$ cat src/rtl/nx_stream_arbiter_if.sv
// rtl/nx_stream_arbiter_if.sv - signal bundle between four inbound streams, one merged outbound stream
//
// Signals (directions as seen by the arbiter, i.e. the slave modport):
//   north/east/south/west_data_i   in   STREAM_WIDTH  inbound data
//   north/east/south/west_valid_i  in   1             inbound valid
//   north/east/south/west_ready_o  out  1             inbound ready
//   arb_data_o                     out  STREAM_WIDTH  merged outbound data
//   arb_dir_o                      out  2             source of outbound beat (0=N,1=E,2=S,3=W)
//   arb_valid_o                    out  1             merged outbound valid
//   arb_ready_i                    in   1             merged outbound ready
// master: the surrounding node (drives inbound streams, consumes outbound stream)
// slave:  the arbiter
interface nx_stream_arbiter_if #(
  parameter int STREAM_WIDTH = 32
);
  logic [STREAM_WIDTH-1:0] north_data_i;
  logic                    north_valid_i;
  logic                    north_ready_o;
  logic [STREAM_WIDTH-1:0] east_data_i;
  logic                    east_valid_i;
  logic                    east_ready_o;
  logic [STREAM_WIDTH-1:0] south_data_i;
  logic                    south_valid_i;
  logic                    south_ready_o;
  logic [STREAM_WIDTH-1:0] west_data_i;
  logic                    west_valid_i;
  logic                    west_ready_o;
  logic [STREAM_WIDTH-1:0] arb_data_o;
  logic [1:0]              arb_dir_o;
  logic                    arb_valid_o;
  logic                    arb_ready_i;

  modport master (
    output north_data_i, north_valid_i, input north_ready_o,
    output east_data_i,  east_valid_i,  input east_ready_o,
    output south_data_i, south_valid_i, input south_ready_o,
    output west_data_i,  west_valid_i,  input west_ready_o,
    input  arb_data_o, arb_dir_o, arb_valid_o,
    output arb_ready_i
  );

  modport slave (
    input  north_data_i, north_valid_i, output north_ready_o,
    input  east_data_i,  east_valid_i,  output east_ready_o,
    input  south_data_i, south_valid_i, output south_ready_o,
    input  west_data_i,  west_valid_i,  output west_ready_o,
    output arb_data_o, arb_dir_o, arb_valid_o,
    input  arb_ready_i
  );
endinterface

$ cat src/rtl/nx_stream_arbiter.sv
// rtl/nx_stream_arbiter.sv - merges four direction-tagged inbound streams into one registered outbound stream
//
// Ports:
//   clk_i  in  1  clock
//   rst_i  in  1  asynchronous, active-high reset
//   bus    nx_stream_arbiter_if.slave  four inbound streams plus merged outbound stream
// Configuration:
//   NX_STREAM_ARB_ROUND_ROBIN_EN  defined: round-robin arbitration starting after the last
//                                 granted direction; undefined: fixed priority N > E > S > W.
module nx_stream_arbiter #(
  parameter int STREAM_WIDTH = 32
) (
  input logic                clk_i,
  input logic                rst_i,
  nx_stream_arbiter_if.slave bus
);

  localparam logic [1:0] DIRX_N = 2'd0;
  localparam logic [1:0] DIRX_E = 2'd1;
  localparam logic [1:0] DIRX_S = 2'd2;
  localparam logic [1:0] DIRX_W = 2'd3;

  logic [3:0]              req;
  logic [STREAM_WIDTH-1:0] in_data [4];

  logic                    slot_full_q;
  logic [STREAM_WIDTH-1:0] slot_data_q;
  logic [1:0]              slot_dir_q;

  logic                    any_req;
  logic [1:0]              gnt_dir;
  logic                    slot_free;
  logic                    load;
  logic [3:0]              ready_vec;

  // Index order matches the direction encoding.
  assign req = {bus.west_valid_i, bus.south_valid_i, bus.east_valid_i, bus.north_valid_i};
  assign in_data[DIRX_N] = bus.north_data_i;
  assign in_data[DIRX_E] = bus.east_data_i;
  assign in_data[DIRX_S] = bus.south_data_i;
  assign in_data[DIRX_W] = bus.west_data_i;

`ifdef NX_STREAM_ARB_ROUND_ROBIN_EN
  logic [1:0] last_q;
  logic [1:0] idx;

  // Search the four directions starting just after the last winner; the
  // first hit wins, and 2-bit arithmetic gives the 3->0 wrap for free.
  always_comb begin
    gnt_dir = DIRX_N;
    any_req = 1'b0;
    idx     = 2'd0;
    for (int k = 0; k < 4; k++) begin
      idx = last_q + 2'(k + 1);
      if (!any_req && req[idx]) begin
        any_req = 1'b1;
        gnt_dir = idx;
      end
    end
  end

  // Pointer moves only on a completed input transfer, so a stalled grant
  // keeps its place in the rotation.
  always_ff @(posedge clk_i or posedge rst_i) begin
    if (rst_i) begin
      last_q <= DIRX_W;
    end else if (load) begin
      last_q <= gnt_dir;
    end
  end
`else
  // Fixed priority: scan from lowest to highest priority so the last write
  // (lowest index, NORTH) wins.
  always_comb begin
    gnt_dir = DIRX_N;
    any_req = 1'b0;
    for (int k = 3; k >= 0; k--) begin
      if (req[k]) begin
        any_req = 1'b1;
        gnt_dir = 2'(k);
      end
    end
  end
`endif

  // The slot can take a beat when empty or when its current beat leaves
  // this cycle; this gives the arb_ready_i -> *_ready_o combinational path.
  assign slot_free = !slot_full_q || bus.arb_ready_i;
  assign load      = any_req && slot_free;

  always_comb begin
    ready_vec = 4'b0000;
    if (load && !rst_i) begin
      ready_vec = 4'b0001 << gnt_dir;
    end
  end

  assign bus.north_ready_o = ready_vec[DIRX_N];
  assign bus.east_ready_o  = ready_vec[DIRX_E];
  assign bus.south_ready_o = ready_vec[DIRX_S];
  assign bus.west_ready_o  = ready_vec[DIRX_W];

  // Single output slot. A load takes precedence over a drain so a beat
  // leaving and a beat arriving in the same cycle keeps the slot full.
  always_ff @(posedge clk_i or posedge rst_i) begin
    if (rst_i) begin
      slot_full_q <= 1'b0;
      slot_data_q <= '0;
      slot_dir_q  <= DIRX_N;
    end else if (load) begin
      slot_full_q <= 1'b1;
      slot_data_q <= in_data[gnt_dir];
      slot_dir_q  <= gnt_dir;
    end else if (bus.arb_ready_i) begin
      slot_full_q <= 1'b0;
    end
  end

  assign bus.arb_valid_o = slot_full_q;
  assign bus.arb_data_o  = slot_data_q;
  assign bus.arb_dir_o   = slot_dir_q;

endmodule

$ cat src/flat_wrapper.sv
// flat-port wrapper written by rule: the top's interface ports become plain ports
module nx_stream_arbiter_flat 
#(
  parameter int STREAM_WIDTH = 32
)
  (clk_i, rst_i, bus_north_data_i, bus_north_valid_i, bus_north_ready_o, bus_east_data_i, bus_east_valid_i, bus_east_ready_o, bus_south_data_i, bus_south_valid_i, bus_south_ready_o, bus_west_data_i, bus_west_valid_i, bus_west_ready_o, bus_arb_data_o, bus_arb_dir_o, bus_arb_valid_o, bus_arb_ready_i);
  nx_stream_arbiter_if #(.STREAM_WIDTH(STREAM_WIDTH)) bus_i ();
  input logic clk_i;
  input logic rst_i;
  input wire logic [$bits(bus_i.north_data_i)-1:0] bus_north_data_i;
  input wire logic [$bits(bus_i.north_valid_i)-1:0] bus_north_valid_i;
  output wire logic [$bits(bus_i.north_ready_o)-1:0] bus_north_ready_o;
  input wire logic [$bits(bus_i.east_data_i)-1:0] bus_east_data_i;
  input wire logic [$bits(bus_i.east_valid_i)-1:0] bus_east_valid_i;
  output wire logic [$bits(bus_i.east_ready_o)-1:0] bus_east_ready_o;
  input wire logic [$bits(bus_i.south_data_i)-1:0] bus_south_data_i;
  input wire logic [$bits(bus_i.south_valid_i)-1:0] bus_south_valid_i;
  output wire logic [$bits(bus_i.south_ready_o)-1:0] bus_south_ready_o;
  input wire logic [$bits(bus_i.west_data_i)-1:0] bus_west_data_i;
  input wire logic [$bits(bus_i.west_valid_i)-1:0] bus_west_valid_i;
  output wire logic [$bits(bus_i.west_ready_o)-1:0] bus_west_ready_o;
  output wire logic [$bits(bus_i.arb_data_o)-1:0] bus_arb_data_o;
  output wire logic [$bits(bus_i.arb_dir_o)-1:0] bus_arb_dir_o;
  output wire logic [$bits(bus_i.arb_valid_o)-1:0] bus_arb_valid_o;
  input wire logic [$bits(bus_i.arb_ready_i)-1:0] bus_arb_ready_i;
  assign bus_i.north_data_i = bus_north_data_i;
  assign bus_i.north_valid_i = bus_north_valid_i;
  assign bus_north_ready_o = bus_i.north_ready_o;
  assign bus_i.east_data_i = bus_east_data_i;
  assign bus_i.east_valid_i = bus_east_valid_i;
  assign bus_east_ready_o = bus_i.east_ready_o;
  assign bus_i.south_data_i = bus_south_data_i;
  assign bus_i.south_valid_i = bus_south_valid_i;
  assign bus_south_ready_o = bus_i.south_ready_o;
  assign bus_i.west_data_i = bus_west_data_i;
  assign bus_i.west_valid_i = bus_west_valid_i;
  assign bus_west_ready_o = bus_i.west_ready_o;
  assign bus_arb_data_o = bus_i.arb_data_o;
  assign bus_arb_dir_o = bus_i.arb_dir_o;
  assign bus_arb_valid_o = bus_i.arb_valid_o;
  assign bus_i.arb_ready_i = bus_arb_ready_i;
  nx_stream_arbiter #(.STREAM_WIDTH(STREAM_WIDTH)) u_core (.clk_i(clk_i), .rst_i(rst_i), .bus(bus_i));
endmodule
$ cat config.mk
export PLATFORM = sky130hd
export DESIGN_NAME = nx_stream_arbiter_flat
export DESIGN_NICKNAME = d
export VERILOG_FILES = /design/src/rtl/nx_stream_arbiter_if.sv /design/src/rtl/nx_stream_arbiter.sv /design/src/flat_wrapper.sv
export SDC_FILE = /design/constraint.sdc
export NUM_CORES = 1
export LEC_CHECK = 0
export CAP_MARGIN = 20
export CORE_MARGIN = 2
export CORE_UTILIZATION = 42
export CTS_CLUSTER_SIZE = 40
export DETAILED_ROUTE_END_ITERATION = 16
export PLACE_DENSITY_LB_ADDON = 0.05
export REMOVE_ABC_BUFFERS = 1
export SLEW_MARGIN = 20
export SYNTH_ARGS = -nofsm -noshare
export SYNTH_HDL_FRONTEND = slang
export SYNTH_SLANG_ARGS = --single-unit
export TNS_END_PERCENT = 100
$ cat constraint.sdc
create_clock -name clk_i -period 4 [get_ports clk_i]
set_input_delay 0.4 -clock clk_i [delete_from_list [all_inputs] [get_ports clk_i]]
set_output_delay 0.4 -clock clk_i [all_outputs]
set_load 0.02 [all_outputs]
==> flow_summary.ini <==
[critical_path]
cp-start-kind = input pin
cp.arrival_ns = 2.44
r2r_slack_ns = 2.36
r2r-end = u_core.bus.arb_data_o[29]
ff2ff_path_depth = 4
regToRegStartpoint = u_core.bus.arb_valid_o
worstSetupEndpointType = output pin
crit_start = bus_south_valid_i
worst_ep_required_time_ns = 3.60
crit_type = in -> out
crit_fanout = 15
cp_common_cell = clkdlybuf4s50_1
slowest_stage = clkdlybuf4s50_1
max_stage_delay_ns = 0.84
path_cells = clkdlybuf4s50_1 -> buf_4 -> nor2b_1 -> and2_1 -> clkdlybuf4s50_1

[synth]
synth_simple_gate_area_frac = 0.271
synth_cell_type_count = 23
synth_mux_area_frac = 0
synth_ff_type = dfrtp_1
ys_seq_area_frac = 0.291
yosys_warnings = 0
netlist_instances = 388
synth-edff-count = 0
synth_top_family_by_area = compound AO/OA/AOI/OAI gates
synth_compound_gate_area_share = 0.327
ys_ff_latch = 35
synth_fa_ha_area_frac = 0
synth.avg_cell_area_um2 = 7.76
synth_xor_area_frac = 0
async_reset_ff_frac = 1.00
synthesis.area_um2 = 3010

[placement]
io_buffers = 173
place_congestion = 0.774
dp_slack_ns = 1.05
dpl.cell_count = 620
hpwl_mm = 7.18

[hold_path]
holdCritPathClass = reg -> reg
hold_depth = 1
min_from = u_core.bus.arb_dir_o[0]
hold_end = u_core.bus.arb_dir_o[0]

[cts]
cts-htree-levels = 2
cts_buffers = 5
cts_root_buf = clkbuf_8
clk-insertion-delay-late_ns = 0.28
cts_tree = built
cts_resized = 0
cts_hold_buffers = 0
clock_sinks = 35
post_cts_buffers = 0
clk_pin_slew_ns = 0.07
cts_buffer_depth = 2

[timing]
tns_ns = 0
finalCritPeriodShare = 0.710
skew_ns = 0.00226
max-slew-margin-rel = 0.605
fmaxAchievable_mhz = 352
finalSetupViolations = 0
setup_ws_ns = 1.16
rsz0062_at_grt = false
min_period_ns = 2.84
worstMarginPinSlew_ns = 0.592
final-hold-violation-count = 0
slew_viol_final = 0

[floorplanning]
rows = 30
die_w_um = 88.6
io_pins = 174
dieArea_um2 = 7860
start_util = 0.438
fp.dieH_um = 88.6
core_area_um2 = 6870

[route]
drc = 0
ant_nets = 0
drt_iter0_markers = 153
drt_wl_total_mm = 10.2
wire_per_inst_um = 16.3
vias_per_cell = 5.51
vias = 3458
dr.pass1.iters = 5

[global_route]
grt_pass1_vias = 3351
grt_use_total = 0.253
antenna_found_initial = 0
gr-total-overflow = 0
grt_start_max_net_pins = 71
grt_pass1_wl_mm = 15.6

[power]
power_density_nw_per_um2 = 249
finalPower_mw = 1.19
p_leak_nw = 2.00
ir_drop_mv = 0.118

[layout]
n_fill_cell = 608
area.growth.synth_to_final_pct = 58.7
drive_gt1_frac = 0.0376
diodes = 0
fin_cells = 628
layout.nets = 666

[run_status]
status = finished clean

[job]
drv_cap = 0
[where the power goes]
part	switching [mW]	internal (mW)
sequential	0.0271	0.401
combinational	0.226	0.282
clock	0.131	0.122
[layer usage]
layer | wire (µm) | GRT usage | part of all wire | vias to the layer above
li1 | - | - | - | 1678
met1 | 4030 | 0.292 | 0.39 | 1629
met2 | 5150 | 0.471 | 0.50 | 141
met3 | 900 | 0.0616 | 0.088 | 10
met4 | 127 | 0.0565 | 0.012 | 0
met5 | 0 | 0 | 0 | -
[stage by stage]
stage,utilization,hold WS [ns],instance area [µm²]
after global routing,0.695,0.516,4780
after global placement,0.683,0.473,4690
after floorplan,-,0.560,2800
after CTS,0.695,0.504,4780
after detailed placement,0.683,0.488,4690
final,0.695,0.498,4780
[worst max-delay path by stage]
| stage | end | slack, ns | cells after the start |
|---|---|---|---|
| 2_1_floorplan | bus_north_ready_o | 2.06 | 2 |
| 3_3_place_gp | u_core.bus.arb_data_o[29] | 1.10 | 5 |
| 5_1_grt | bus_south_ready_o | 0.95 | 5 |
| 4_1_cts | bus_south_ready_o | 1.15 | 5 |
| 3_5_place_dp | u_core.bus.arb_data_o[29] | 1.05 | 5 |
| 6_report | bus_south_ready_o | 1.16 | 5 |
[Yosys cell counts, types with 3 or more instances]
master    count  share of area
nor2b_1      33          0.069
and3b_1      31          0.090
nand3b_1     33          0.082
inv_1        32          0.040
a31oi_1      31          0.064
clkbuf_1     36          0.045
a22o_1       31          0.090
o21ai_0      34          0.057
a21oi_1      63           0.10
buf_1         3         0.0037
nor2_1        5         0.0062
buf_6         6          0.022
dfrtp_1      35           0.29
[cells by family after synthesis]
logic type             Yosys count
AO/OA/AOI/OAI                  163
buffers and inverters           77
flip-flops                      35
AND/OR/NAND/NOR                113
[worst max-delay path: cells and delay by family]
family	cells	cell delay, ns
buffers and inverters	3	1.73
and+or+nand+nor	2	0.31
[state kept, by name, indices dropped and copies added (netlist names)]
register,cells
u_core.bus.arb_dir_o,2
u_core.bus.arb_valid_o,1
u_core.bus.arb_data_o,32
[placed cells by master (no fill, tap or decap), types with 2 or more instances in the layout]
| cell type | Yosys | final |
|---|---|---|
| a22o_1 | 31 | 31 |
| buf_4 | 0 | 8 |
| nand2b_1 | 2 | 2 |
| buf_2 | 0 | 3 |
| and3b_1 | 31 | 31 |
| nor3_1 | 2 | 2 |
| clkbuf_8 | 0 | 5 |
| o21a_1 | 2 | 2 |
| clkdlybuf4s50_1 | 0 | 170 |
| dfrtp_1 | 35 | 35 |
| nor2b_1 | 33 | 33 |
| nor2_1 | 5 | 4 |
| inv_1 | 32 | 32 |
| o21ai_0 | 34 | 34 |
| a21oi_1 | 63 | 63 |
| nand3b_1 | 33 | 33 |
| a31oi_1 | 31 | 31 |
| and2_1 | 2 | 2 |
| clkbuf_1 | 36 | 2 |
| and3_1 | 2 | 2 |
[area by class of cell]
class	instances	area, µm²	share of cell area
clock buffers	7	76.3	0.0160
clock inverters	1	5.00	0.00105
inverters	32	120	0.0252
multi-input cells	276	1800	0.377
flip-flops and latches	35	876	0.183
well taps	96	120	0.0252
repair buffers	181	1780	0.372
Note: power is estimated with default switching activity, not from simulation.
